==> config.mk <==
export PLATFORM = sky130hd
export DESIGN_NAME = step_clock_ctrl_flat
export DESIGN_NICKNAME = d
export VERILOG_FILES = /design/src/rtl/step_clock_ctrl_if.sv /design/src/rtl/step_clock_ctrl.sv /design/src/flat_wrapper.sv
export SDC_FILE = /design/constraint.sdc
export NUM_CORES = 1
export LEC_CHECK = 0
export ABC_AREA = 0
export BUFFER_PORTS_ARGS = -buffer_cell sky130_fd_sc_hd__clkbuf_2
export CAP_MARGIN = 20
export CORE_ASPECT_RATIO = 2
export CORE_MARGIN = 2
export CORE_UTILIZATION = 58
export CTS_CLUSTER_DIAMETER = 60
export DETAILED_ROUTE_END_ITERATION = 7
export PLACE_DENSITY_LB_ADDON = 0.12
export SYNTH_ARGS = -nofsm -noshare
export SYNTH_HDL_FRONTEND = slang
export SYNTH_SLANG_ARGS = --single-unit
==> constraint.sdc <==
create_clock -name clk -period 3 [get_ports clk]
set_clock_uncertainty 0.2 [all_clocks]
set_input_delay 0.45 -clock clk [delete_from_list [all_inputs] [get_ports clk]]
set_output_delay 0.45 -clock clk [all_outputs]
set_load 0.005 [all_outputs]
==> src/rtl/step_clock_ctrl_if.sv <==
// Bundle of key inputs, rate/breakpoint configuration and stepping outputs.
// No timing of its own; the controller registers every output.
// No backpressure: keys and configuration are level inputs, cpu_ce is a strobe.
interface step_clock_ctrl_if #(
  parameter int DIV_W  = 18,
  parameter int CNT_W  = 8,
  parameter int ADDR_W = 16
);
  logic              step_n;
  logic              mode_n;
  logic [DIV_W-1:0]  period;
  logic [CNT_W-1:0]  burst_len;
  logic              bp_en;
  logic [ADDR_W-1:0] bp_addr;
  logic [ADDR_W-1:0] cpu_addr;
  logic              cpu_ce;
  logic [1:0]        mode;
  logic              halted;
  logic              busy;

  // Board/stimulus side: drives keys and configuration, observes the strobe.
  modport master (
    output step_n, mode_n, period, burst_len, bp_en, bp_addr, cpu_addr,
    input  cpu_ce, mode, halted, busy
  );

  // Controller side.
  modport slave (
    input  step_n, mode_n, period, burst_len, bp_en, bp_addr, cpu_addr,
    output cpu_ce, mode, halted, busy
  );
endinterface

==> src/rtl/step_clock_ctrl.sv <==
// CPU stepping controller: manual step, free-run and burst, emitting a one-cycle cpu_ce.
// Latency: key edge -> press event 2+DEBOUNCE cycles, press -> cpu_ce 1 cycle; all outputs registered.
// No backpressure: pulses are strobes; presses that arrive while they cannot act are dropped.
module step_clock_ctrl #(
  parameter int DIV_W    = 18,
  parameter int CNT_W    = 8,
  parameter int ADDR_W   = 16,
  parameter int DEBOUNCE = 50000
) (
  input logic           clk,
  input logic           rst_n,
  step_clock_ctrl_if.slave bus
);

  typedef enum logic [1:0] {
    MANUAL = 2'd0,
    AUTO   = 2'd1,
    BURST  = 2'd2
  } mode_t;

  localparam int DB_CW = (DEBOUNCE > 1) ? $clog2(DEBOUNCE) : 1;
  localparam logic [DB_CW-1:0] DB_LAST = DB_CW'(DEBOUNCE - 1);

  // Key conditioning, index 0 = step, index 1 = mode.
  logic [1:0]            key_raw;
  logic [1:0]            sync1_q, sync2_q, db_q, press_q;
  logic [1:0][DB_CW-1:0] db_cnt_q;

  assign key_raw = {bus.mode_n, bus.step_n};

  // Synchronise, then accept a new level only after DEBOUNCE consecutive disagreeing samples.
  always_ff @(posedge clk or negedge rst_n) begin
    if (!rst_n) begin
      sync1_q  <= 2'b11;
      sync2_q  <= 2'b11;
      db_q     <= 2'b11;
      press_q  <= 2'b00;
      db_cnt_q <= '0;
    end else begin
      sync1_q <= key_raw;
      sync2_q <= sync1_q;
      for (int i = 0; i < 2; i++) begin
        press_q[i] <= 1'b0;
        if (sync2_q[i] != db_q[i]) begin
          if (db_cnt_q[i] == DB_LAST) begin
            db_cnt_q[i] <= '0;
            db_q[i]     <= sync2_q[i];
            press_q[i]  <= ~sync2_q[i];
          end else begin
            db_cnt_q[i] <= db_cnt_q[i] + 1'b1;
          end
        end else begin
          db_cnt_q[i] <= '0;
        end
      end
    end
  end

  logic step_press, mode_press;
  assign step_press = press_q[0];
  assign mode_press = press_q[1];

  // Stepping state.
  mode_t            mode_q;
  logic [DIV_W-1:0] div_q, per_q;
  logic [CNT_W-1:0] bcnt_q;
  logic             busy_q, halted_q, ce_q, skip_q;
  logic             due, bp_hit;

  // per_q holds the interval in force, so a new period lands at the next terminal count.
  assign due    = (div_q == per_q);
  assign bp_hit = bus.bp_en && !skip_q &&
                  (ADDR_W'(bus.cpu_addr) == ADDR_W'(bus.bp_addr));

  // Mode sequencing, rate divider, burst counting and breakpoint stop.
  always_ff @(posedge clk or negedge rst_n) begin
    if (!rst_n) begin
      mode_q   <= MANUAL;
      div_q    <= '0;
      per_q    <= '0;
      bcnt_q   <= '0;
      busy_q   <= 1'b0;
      halted_q <= 1'b0;
      ce_q     <= 1'b0;
      skip_q   <= 1'b0;
    end else begin
      ce_q <= 1'b0;
      if (mode_press) begin
        // Mode key wins over a simultaneous step press.
        case (mode_q)
          MANUAL:  mode_q <= AUTO;
          AUTO:    mode_q <= BURST;
          default: mode_q <= MANUAL;
        endcase
        div_q    <= '0;
        per_q    <= bus.period;
        bcnt_q   <= '0;
        busy_q   <= 1'b0;
        halted_q <= 1'b0;
        skip_q   <= 1'b1;
      end else begin
        case (mode_q)
          MANUAL: begin
            if (step_press) begin
              ce_q     <= 1'b1;
              halted_q <= 1'b0;
            end
          end
          AUTO: begin
            if (due) begin
              div_q <= '0;
              per_q <= bus.period;
              if (bp_hit) begin
                halted_q <= 1'b1;
                mode_q   <= MANUAL;
              end else begin
                ce_q   <= 1'b1;
                skip_q <= 1'b0;
              end
            end else begin
              div_q <= div_q + 1'b1;
            end
          end
          BURST: begin
            if (!busy_q) begin
              if (step_press && (bus.burst_len != '0)) begin
                busy_q <= 1'b1;
                per_q  <= bus.period;
                // The press cycle counts as divider count 0, so period 0 pulses at once.
                if (bus.period == '0) begin
                  ce_q   <= 1'b1;
                  skip_q <= 1'b0;
                  div_q  <= '0;
                  bcnt_q <= bus.burst_len - 1'b1;
                end else begin
                  skip_q <= 1'b1;
                  div_q  <= DIV_W'(1);
                  bcnt_q <= bus.burst_len;
                end
              end
            end else if (bcnt_q == '0) begin
              busy_q <= 1'b0;
            end else if (due) begin
              div_q <= '0;
              per_q <= bus.period;
              if (bp_hit) begin
                halted_q <= 1'b1;
                mode_q   <= MANUAL;
                busy_q   <= 1'b0;
                bcnt_q   <= '0;
              end else begin
                ce_q   <= 1'b1;
                skip_q <= 1'b0;
                bcnt_q <= bcnt_q - 1'b1;
              end
            end else begin
              div_q <= div_q + 1'b1;
            end
          end
          default: mode_q <= MANUAL;
        endcase
      end
    end
  end

  assign bus.cpu_ce = ce_q;
  assign bus.mode   = mode_q;
  assign bus.halted = halted_q;
  assign bus.busy   = busy_q;

endmodule
==> src/flat_wrapper.sv <==
// flat-port wrapper written by rule: the top's interface ports become plain ports
module step_clock_ctrl_flat 
#(
  parameter int DIV_W    = 18,
  parameter int CNT_W    = 8,
  parameter int ADDR_W   = 16,
  parameter int DEBOUNCE = 50000
)
  (clk, rst_n, bus_step_n, bus_mode_n, bus_period, bus_burst_len, bus_bp_en, bus_bp_addr, bus_cpu_addr, bus_cpu_ce, bus_mode, bus_halted, bus_busy);
  step_clock_ctrl_if #(.DIV_W(DIV_W), .CNT_W(CNT_W), .ADDR_W(ADDR_W)) bus_i ();
  input logic clk;
  input logic rst_n;
  input wire logic [$bits(bus_i.step_n)-1:0] bus_step_n;
  input wire logic [$bits(bus_i.mode_n)-1:0] bus_mode_n;
  input wire logic [$bits(bus_i.period)-1:0] bus_period;
  input wire logic [$bits(bus_i.burst_len)-1:0] bus_burst_len;
  input wire logic [$bits(bus_i.bp_en)-1:0] bus_bp_en;
  input wire logic [$bits(bus_i.bp_addr)-1:0] bus_bp_addr;
  input wire logic [$bits(bus_i.cpu_addr)-1:0] bus_cpu_addr;
  output wire logic [$bits(bus_i.cpu_ce)-1:0] bus_cpu_ce;
  output wire logic [$bits(bus_i.mode)-1:0] bus_mode;
  output wire logic [$bits(bus_i.halted)-1:0] bus_halted;
  output wire logic [$bits(bus_i.busy)-1:0] bus_busy;
  assign bus_i.step_n = bus_step_n;
  assign bus_i.mode_n = bus_mode_n;
  assign bus_i.period = bus_period;
  assign bus_i.burst_len = bus_burst_len;
  assign bus_i.bp_en = bus_bp_en;
  assign bus_i.bp_addr = bus_bp_addr;
  assign bus_i.cpu_addr = bus_cpu_addr;
  assign bus_cpu_ce = bus_i.cpu_ce;
  assign bus_mode = bus_i.mode;
  assign bus_halted = bus_i.halted;
  assign bus_busy = bus_i.busy;
  step_clock_ctrl #(.DIV_W(DIV_W), .CNT_W(CNT_W), .ADDR_W(ADDR_W), .DEBOUNCE(DEBOUNCE)) u_core (.clk(clk), .rst_n(rst_n), .bus(bus_i));
endmodule
# Word level (Yosys, flattened, before mapping)
# Index checks and enable logic that the tools add are counted.
dict set report totals {
  reg_bits 90
  input_bits 63
  elab_cells 122
}
dict set report classes {
  addsub 5
  eq_ne 16
  mux 66
  n_bitwise 2
  n_reduce_logical 18
}
# operator n
set op_table {}
lappend op_table {{two-way mux 18 bit} 10}
lappend op_table {{one-hot mux 18 bit (2 select lines)} 2}
lappend op_table {{two-way mux 16 bit} 4}
lappend op_table {{two-way mux 8 bit} 8}
lappend op_table {{adder 16 x 1 -> 16 bit (second input constant)} 2}
lappend op_table {{== test 16 bit (second input constant)} 2}
lappend op_table {{two-way mux 1 bit} 32}
lappend op_table {{adder 18 x 1 -> 18 bit (second input constant)} 1}
lappend op_table {{== test 18 bit} 1}
lappend op_table {{logical NOT 18 bit} 1}
lappend op_table {{== test 16 bit} 1}
lappend op_table {{subtractor 8 x 1 -> 8 bit (second input constant)} 2}
lappend op_table {{two-way mux 2 bit} 5}
lappend op_table {{!= test 3 x 2 -> 1 bit (second input constant)} 3}
lappend op_table {{logical NOT 8 bit} 1}
lappend op_table {{AND reduction 4 bit} 2}
lappend op_table {{nonzero test 8 bit} 1}
lappend op_table {{!= test 3 x 1 -> 1 bit (second input constant)} 2}
lappend op_table {{one-hot mux 1 bit (3 select lines)} 2}
lappend op_table {{one-hot mux 2 bit (3 select lines)} 1}
lappend op_table {{AND reduction 3 bit} 2}
lappend op_table {{nonzero test 3 bit} 2}
lappend op_table {{!= test 4 x 1 -> 1 bit (second input constant)} 1}
lappend op_table {{!= test 4 x 3 -> 1 bit (second input constant)} 1}
lappend op_table {{other kinds (13)} 18}

# Longest topological paths before layout
dict set report logic_depth {
  word_depth 9
  ltp_mapped 9
}

# Least setup slack after synthesis
# OpenSTA, ideal clock, no wires.
dict set report synth_path {
  path_kind {flip-flop to flip-flop}
  from {register u_core.bcnt_q[0]}
  to {register u_core.per_q[10]}
  setup_ns 0.125
  arrival_ns 2.142
  t_required_ns 2.675
  slack_ns 0.533
  path_stages_with_launch 10
  path_buffers 1
  cell_sequence {dfrtp_1 inv_1 ha_1 or3b_2 o41ai_4 a21oi_2 nor2_4 nor2_4 buf_6 mux2_4}
}
dict set report synth_via {
  elab_chain_cells 3
}
# item line
set synth_rtl {}
lappend synth_rtl {{from (decl)} step_clock_ctrl.sv:66} ;# logic [CNT_W-1:0] bcnt_q;
lappend synth_rtl {{from (signal assigned)} step_clock_ctrl.sv:134} ;# bcnt_q <= bus.burst_len - 1'b1;
lappend synth_rtl {{from (signal assigned)} step_clock_ctrl.sv:138} ;# bcnt_q <= bus.burst_len;
lappend synth_rtl {{from (signal assigned)} step_clock_ctrl.sv:154} ;# bcnt_q <= bcnt_q - 1'b1;
lappend synth_rtl {{logical NOT 8 bit} step_clock_ctrl.sv:141} ;# end else if (bcnt_q == '0) begin
lappend synth_rtl {{!= test 4 x 3 -> 1 bit (no line)} n/a}
lappend synth_rtl {{AND reduction 3 bit (no line)} n/a}
lappend synth_rtl {{to (signal assigned)} step_clock_ctrl.sv:112} ;# per_q <= bus.period;
lappend synth_rtl {{to (signal assigned)} step_clock_ctrl.sv:128} ;# per_q <= bus.period;
lappend synth_rtl {{to (signal assigned)} step_clock_ctrl.sv:145} ;# per_q <= bus.period;
lappend synth_rtl {{to (decl)} step_clock_ctrl.sv:65} ;# logic [DIV_W-1:0] div_q, per_q;
# Every way passes these cells.
# A chain may end at the register's enable or synchronous reset.

# Final worst setup path
dict set report layout_path {
  from {register u_core.mode_q[0] (netlist: u_core.bus.mode[0])}
  to {register u_core.ce_q (netlist: u_core.bus.cpu_ce)}
}
dict set report layout_via {
  elab_chain_cells 3
}
# item line
set layout_rtl {}
lappend layout_rtl {{from (decl)} step_clock_ctrl.sv:64} ;# mode_t mode_q;
lappend layout_rtl {{from (signal assigned)} step_clock_ctrl.sv:78} ;# mode_q <= MANUAL;
lappend layout_rtl {{from (signal assigned)} step_clock_ctrl.sv:91} ;# MANUAL: mode_q <= AUTO;
lappend layout_rtl {{from (signal assigned)} step_clock_ctrl.sv:92} ;# AUTO: mode_q <= BURST;
lappend layout_rtl {{== test 2 bit, or another cell as far along} step_clock_ctrl.sv:102} ;# case (mode_q)
lappend layout_rtl {{one-hot mux 1 bit (3 select lines) *} step_clock_ctrl.sv:102}
lappend layout_rtl {{two-way mux 1 bit *} step_clock_ctrl.sv:88} ;# if (mode_press) begin
lappend layout_rtl {{to (signal assigned)} step_clock_ctrl.sv:84} ;# ce_q <= 1'b0;
lappend layout_rtl {{to (signal assigned)} step_clock_ctrl.sv:87} ;# ce_q <= 1'b0;
lappend layout_rtl {{to (signal assigned)} step_clock_ctrl.sv:105} ;# ce_q <= 1'b1;
lappend layout_rtl {{to (decl)} step_clock_ctrl.sv:67} ;# logic busy_q, halted_q, ce_q, skip_q;
# Every way passes the cells marked *; elsewhere a longest branch is shown, timed or not.

==> impl_metrics.toml <==
[synthesis]
async_flop_share_pct = 100
synth_area_per_cell_um2 = 9.70
ys_ff_latch = 90
ys_types = 60
ys_seq_area_share_pct = 43.6
synth_fp_nets = 610
ys.flop_type = "dfrtp_1"
synth_edf_count = 0
syn_area_mm2 = 0.00519
ys_warn_count = 0
syn_inst = 535

[layout]
drive_above_1_share_pct = 21.3
syn_to_final_growth_pct = 17.1
nFillCells = 695
layout_common_cells = "84 x dfrtp_1, 66 x clkbuf_2, 53 x nor2_1"
seq_area_mm2 = 0.00226
final_area_mm2 = 0.00607
insertedDiodeCount = 0
instances_no_fill = 725
final_nets = 695
layout_commonest_cell = "dfrtp_1"
multi_input_area_mm2 = 0.00278

[floorplan]
core_mm2 = 0.00865
initial_core_util_pct = 60.0
die_x_um = 70.9
chipHeight_um = 138
dieArea_mm2 = 0.00976
pin_count = 68
std_cell_rows = 48

[setup_path]
cpMostUsedCell = "inv_1"
path_cells = "inv_1 > ha_1 > inv_1 > nor2_1 > buf_4 > and3_1 > a21oi_1 > or3_1 > a311oi_1"
crit_start = "u_core.bus.mode[0]"
critPathMaxFanout = 7
required_ps = 3010
critPathCaptureType = "flop"
critPathMaxStageDelay_ps = 440
r2r-start = "u_core.bus.mode[0]"
crit_arrival_ps = 2750
crit_slowest_cell = "dfrtp_1"
cp-start-kind = "flop"
critPathKind = "flop to flop"

[place]
placedCellCount = 706
dpl_cell_area_mm2 = 0.00572
portBuffers = 67
dp_hpwl_um = 9960
globalplace.congestion = 0.904

[power]
irDropWorstVdd_v = 0.000442
p_per_area_mw_per_mm2 = 434
p_leak_uw = 0.00267

[timing]
tightest_slew_ps = 987
drv_slew = 0
fmaxAchievable_mhz = 365
grt_setup_unrepaired = "false"
fin_crit_sh_pct = 91.3
setup_tns_ps = 0
slew_headroom_pct = 33.8
period_needed_ps = 2740
finalHoldViolCount = 0
finalSetupViolations = 0

[clock_tree]
clk_path_buf_depth = 2
cts_tree = "done"
numCtsBuffers = 9
root_buffer = "clkbuf_16"
ctsHoldBuffers = 3
path_clk_slew_ps = 60
insertion_delay_ps = 340
cts.repair.resized = 0
clock_sinks = 90
htree_levels = 3
post_cts_buffers = 0

[grt]
grt_max_degree = 43
grt_pass1_wl_um = 21800
antenna_found_initial = 0
grt_pass1_vias = 4644
grt_usage_pct = 28.8
grt-ovfl-total = 0

[route]
drt-initial-drc-count = 267
avgRoutedWirePerCell_um = 18.0
vias_per_cell = 6.04
first_pass_iters = 5
drcViolationCount = 0
vias = 4378
wirelength_um = 13100
antenna_left = 0

[job]
maxCapViolations = 0

[outcome]
status = "completed"

[min_path]
holdCritStartpoint = "u_core.sync1_q[0]"
holdCritPathClass = "flop to flop"
-- layout make-up --
type | count | area share (%)
well taps | 100 | 2.06
inverters | 26 | 1.61
clock buffers | 12 | 4.06
clock inverters | 4 | 1.24
repair buffers | 85 | 8.12
multi-input cells | 408 | 45.7
flip-flops and latches | 90 | 37.2
-- critical path, delay by kind of cell (launching register included) --
family                   cells  cell delay, ps
AND/OR/NAND/NOR              3             770
buffers and inverters        3             440
flip-flops                   1             440
AO/OA/AOI/OAI                2             440
adder cells (fa/ha/maj)      1             310
-- through the flow --
| step | setup WS, ps | total power [µW] | util, % | hold slack (ps) |
|---|---|---|---|---|
| global placement | 327 | 1440 | 66.2 | 147 |
| detailed placement | 252 | 1450 | 66.2 | 147 |
| floorplan | 533 | 1350 | - | -45.6 |
| finish | 262 | 2630 | 70.2 | 155 |
| CTS | 234 | 2660 | 70.2 | 153 |
| global route | 82.0 | 2720 | 70.2 | 159 |
-- registers in the layout, indices dropped and copies added, names as in the netlist --
register / cells
u_core.db_cnt_q: 32
u_core.bus.halted: 1
u_core.skip_q: 1
u_core.sync1_q: 2
u_core.div_q: 18
u_core.press_q: 2
u_core.bus.cpu_ce: 1
u_core.db_q: 2
u_core.bus.mode: 2
u_core.sync2_q: 2
u_core.bcnt_q: 8
u_core.per_q: 18
u_core.bus.busy: 1
-- path summary, 6_finish.rpt --
path / slack (ps) / endpoint / cells past startpoint
worst max register to register: 260 / u_core.bus.cpu_ce / 9
worst min register to register: 150 / u_core.sync2_q[0] / 0
worst min-delay path: 150 / u_core.sync2_q[0] / 0
max in group asynchronous: 1520 / u_core.bcnt_q[5] / 3
worst max-delay path: 260 / u_core.bus.cpu_ce / 9
min in group asynchronous: 440 / u_core.per_q[14] / 2
-- synth_stat cells (all sizes together), types with 16 or more instances --
library cell / count / share of area [%]
nand3: 23 / 2.2
inv: 25 / 1.8
xor2: 20 / 3.4
nor3: 16 / 1.6
nand2: 40 / 2.9
nand4: 21 / 2.5
and3: 18 / 2.2
o21ai: 27 / 2.6
mux2: 20 / 5.1
dfrtp: 84 / 41
xnor2: 48 / 8.1
a21oi: 19 / 1.9
nor2: 55 / 4.3
-- routing by layer --
| metal | up-vias | share of wire [%] | global-route usage (%) |
|---|---|---|---|
| met5 | - | 0 | 0 |
| met4 | 0 | 4.2 | 16.2 |
| met3 | 38 | 3.2 | 5.19 |
| met2 | 128 | 57 | 54.9 |
| met1 | 2122 | 35 | 28.3 |
| li1 | 2090 | - | - |
-- cell families after synthesis --
logic type	synth area share, %
and+or+nand+nor	21.3
buffers and inverters	2.89
adders and majority gates	2.89
DFF	43.6
AOI/OAI and AO/OA	11.8
muxes	6.03
xor gates and xnor gates	11.5
-- power breakdown --
group          switching [µW]  total (µW)  internal, µW
sequential               22.0        1260          1240
clock                     450        1200           753
combinational            84.0         171          86.7
Power figures use the tool's default switching activity.
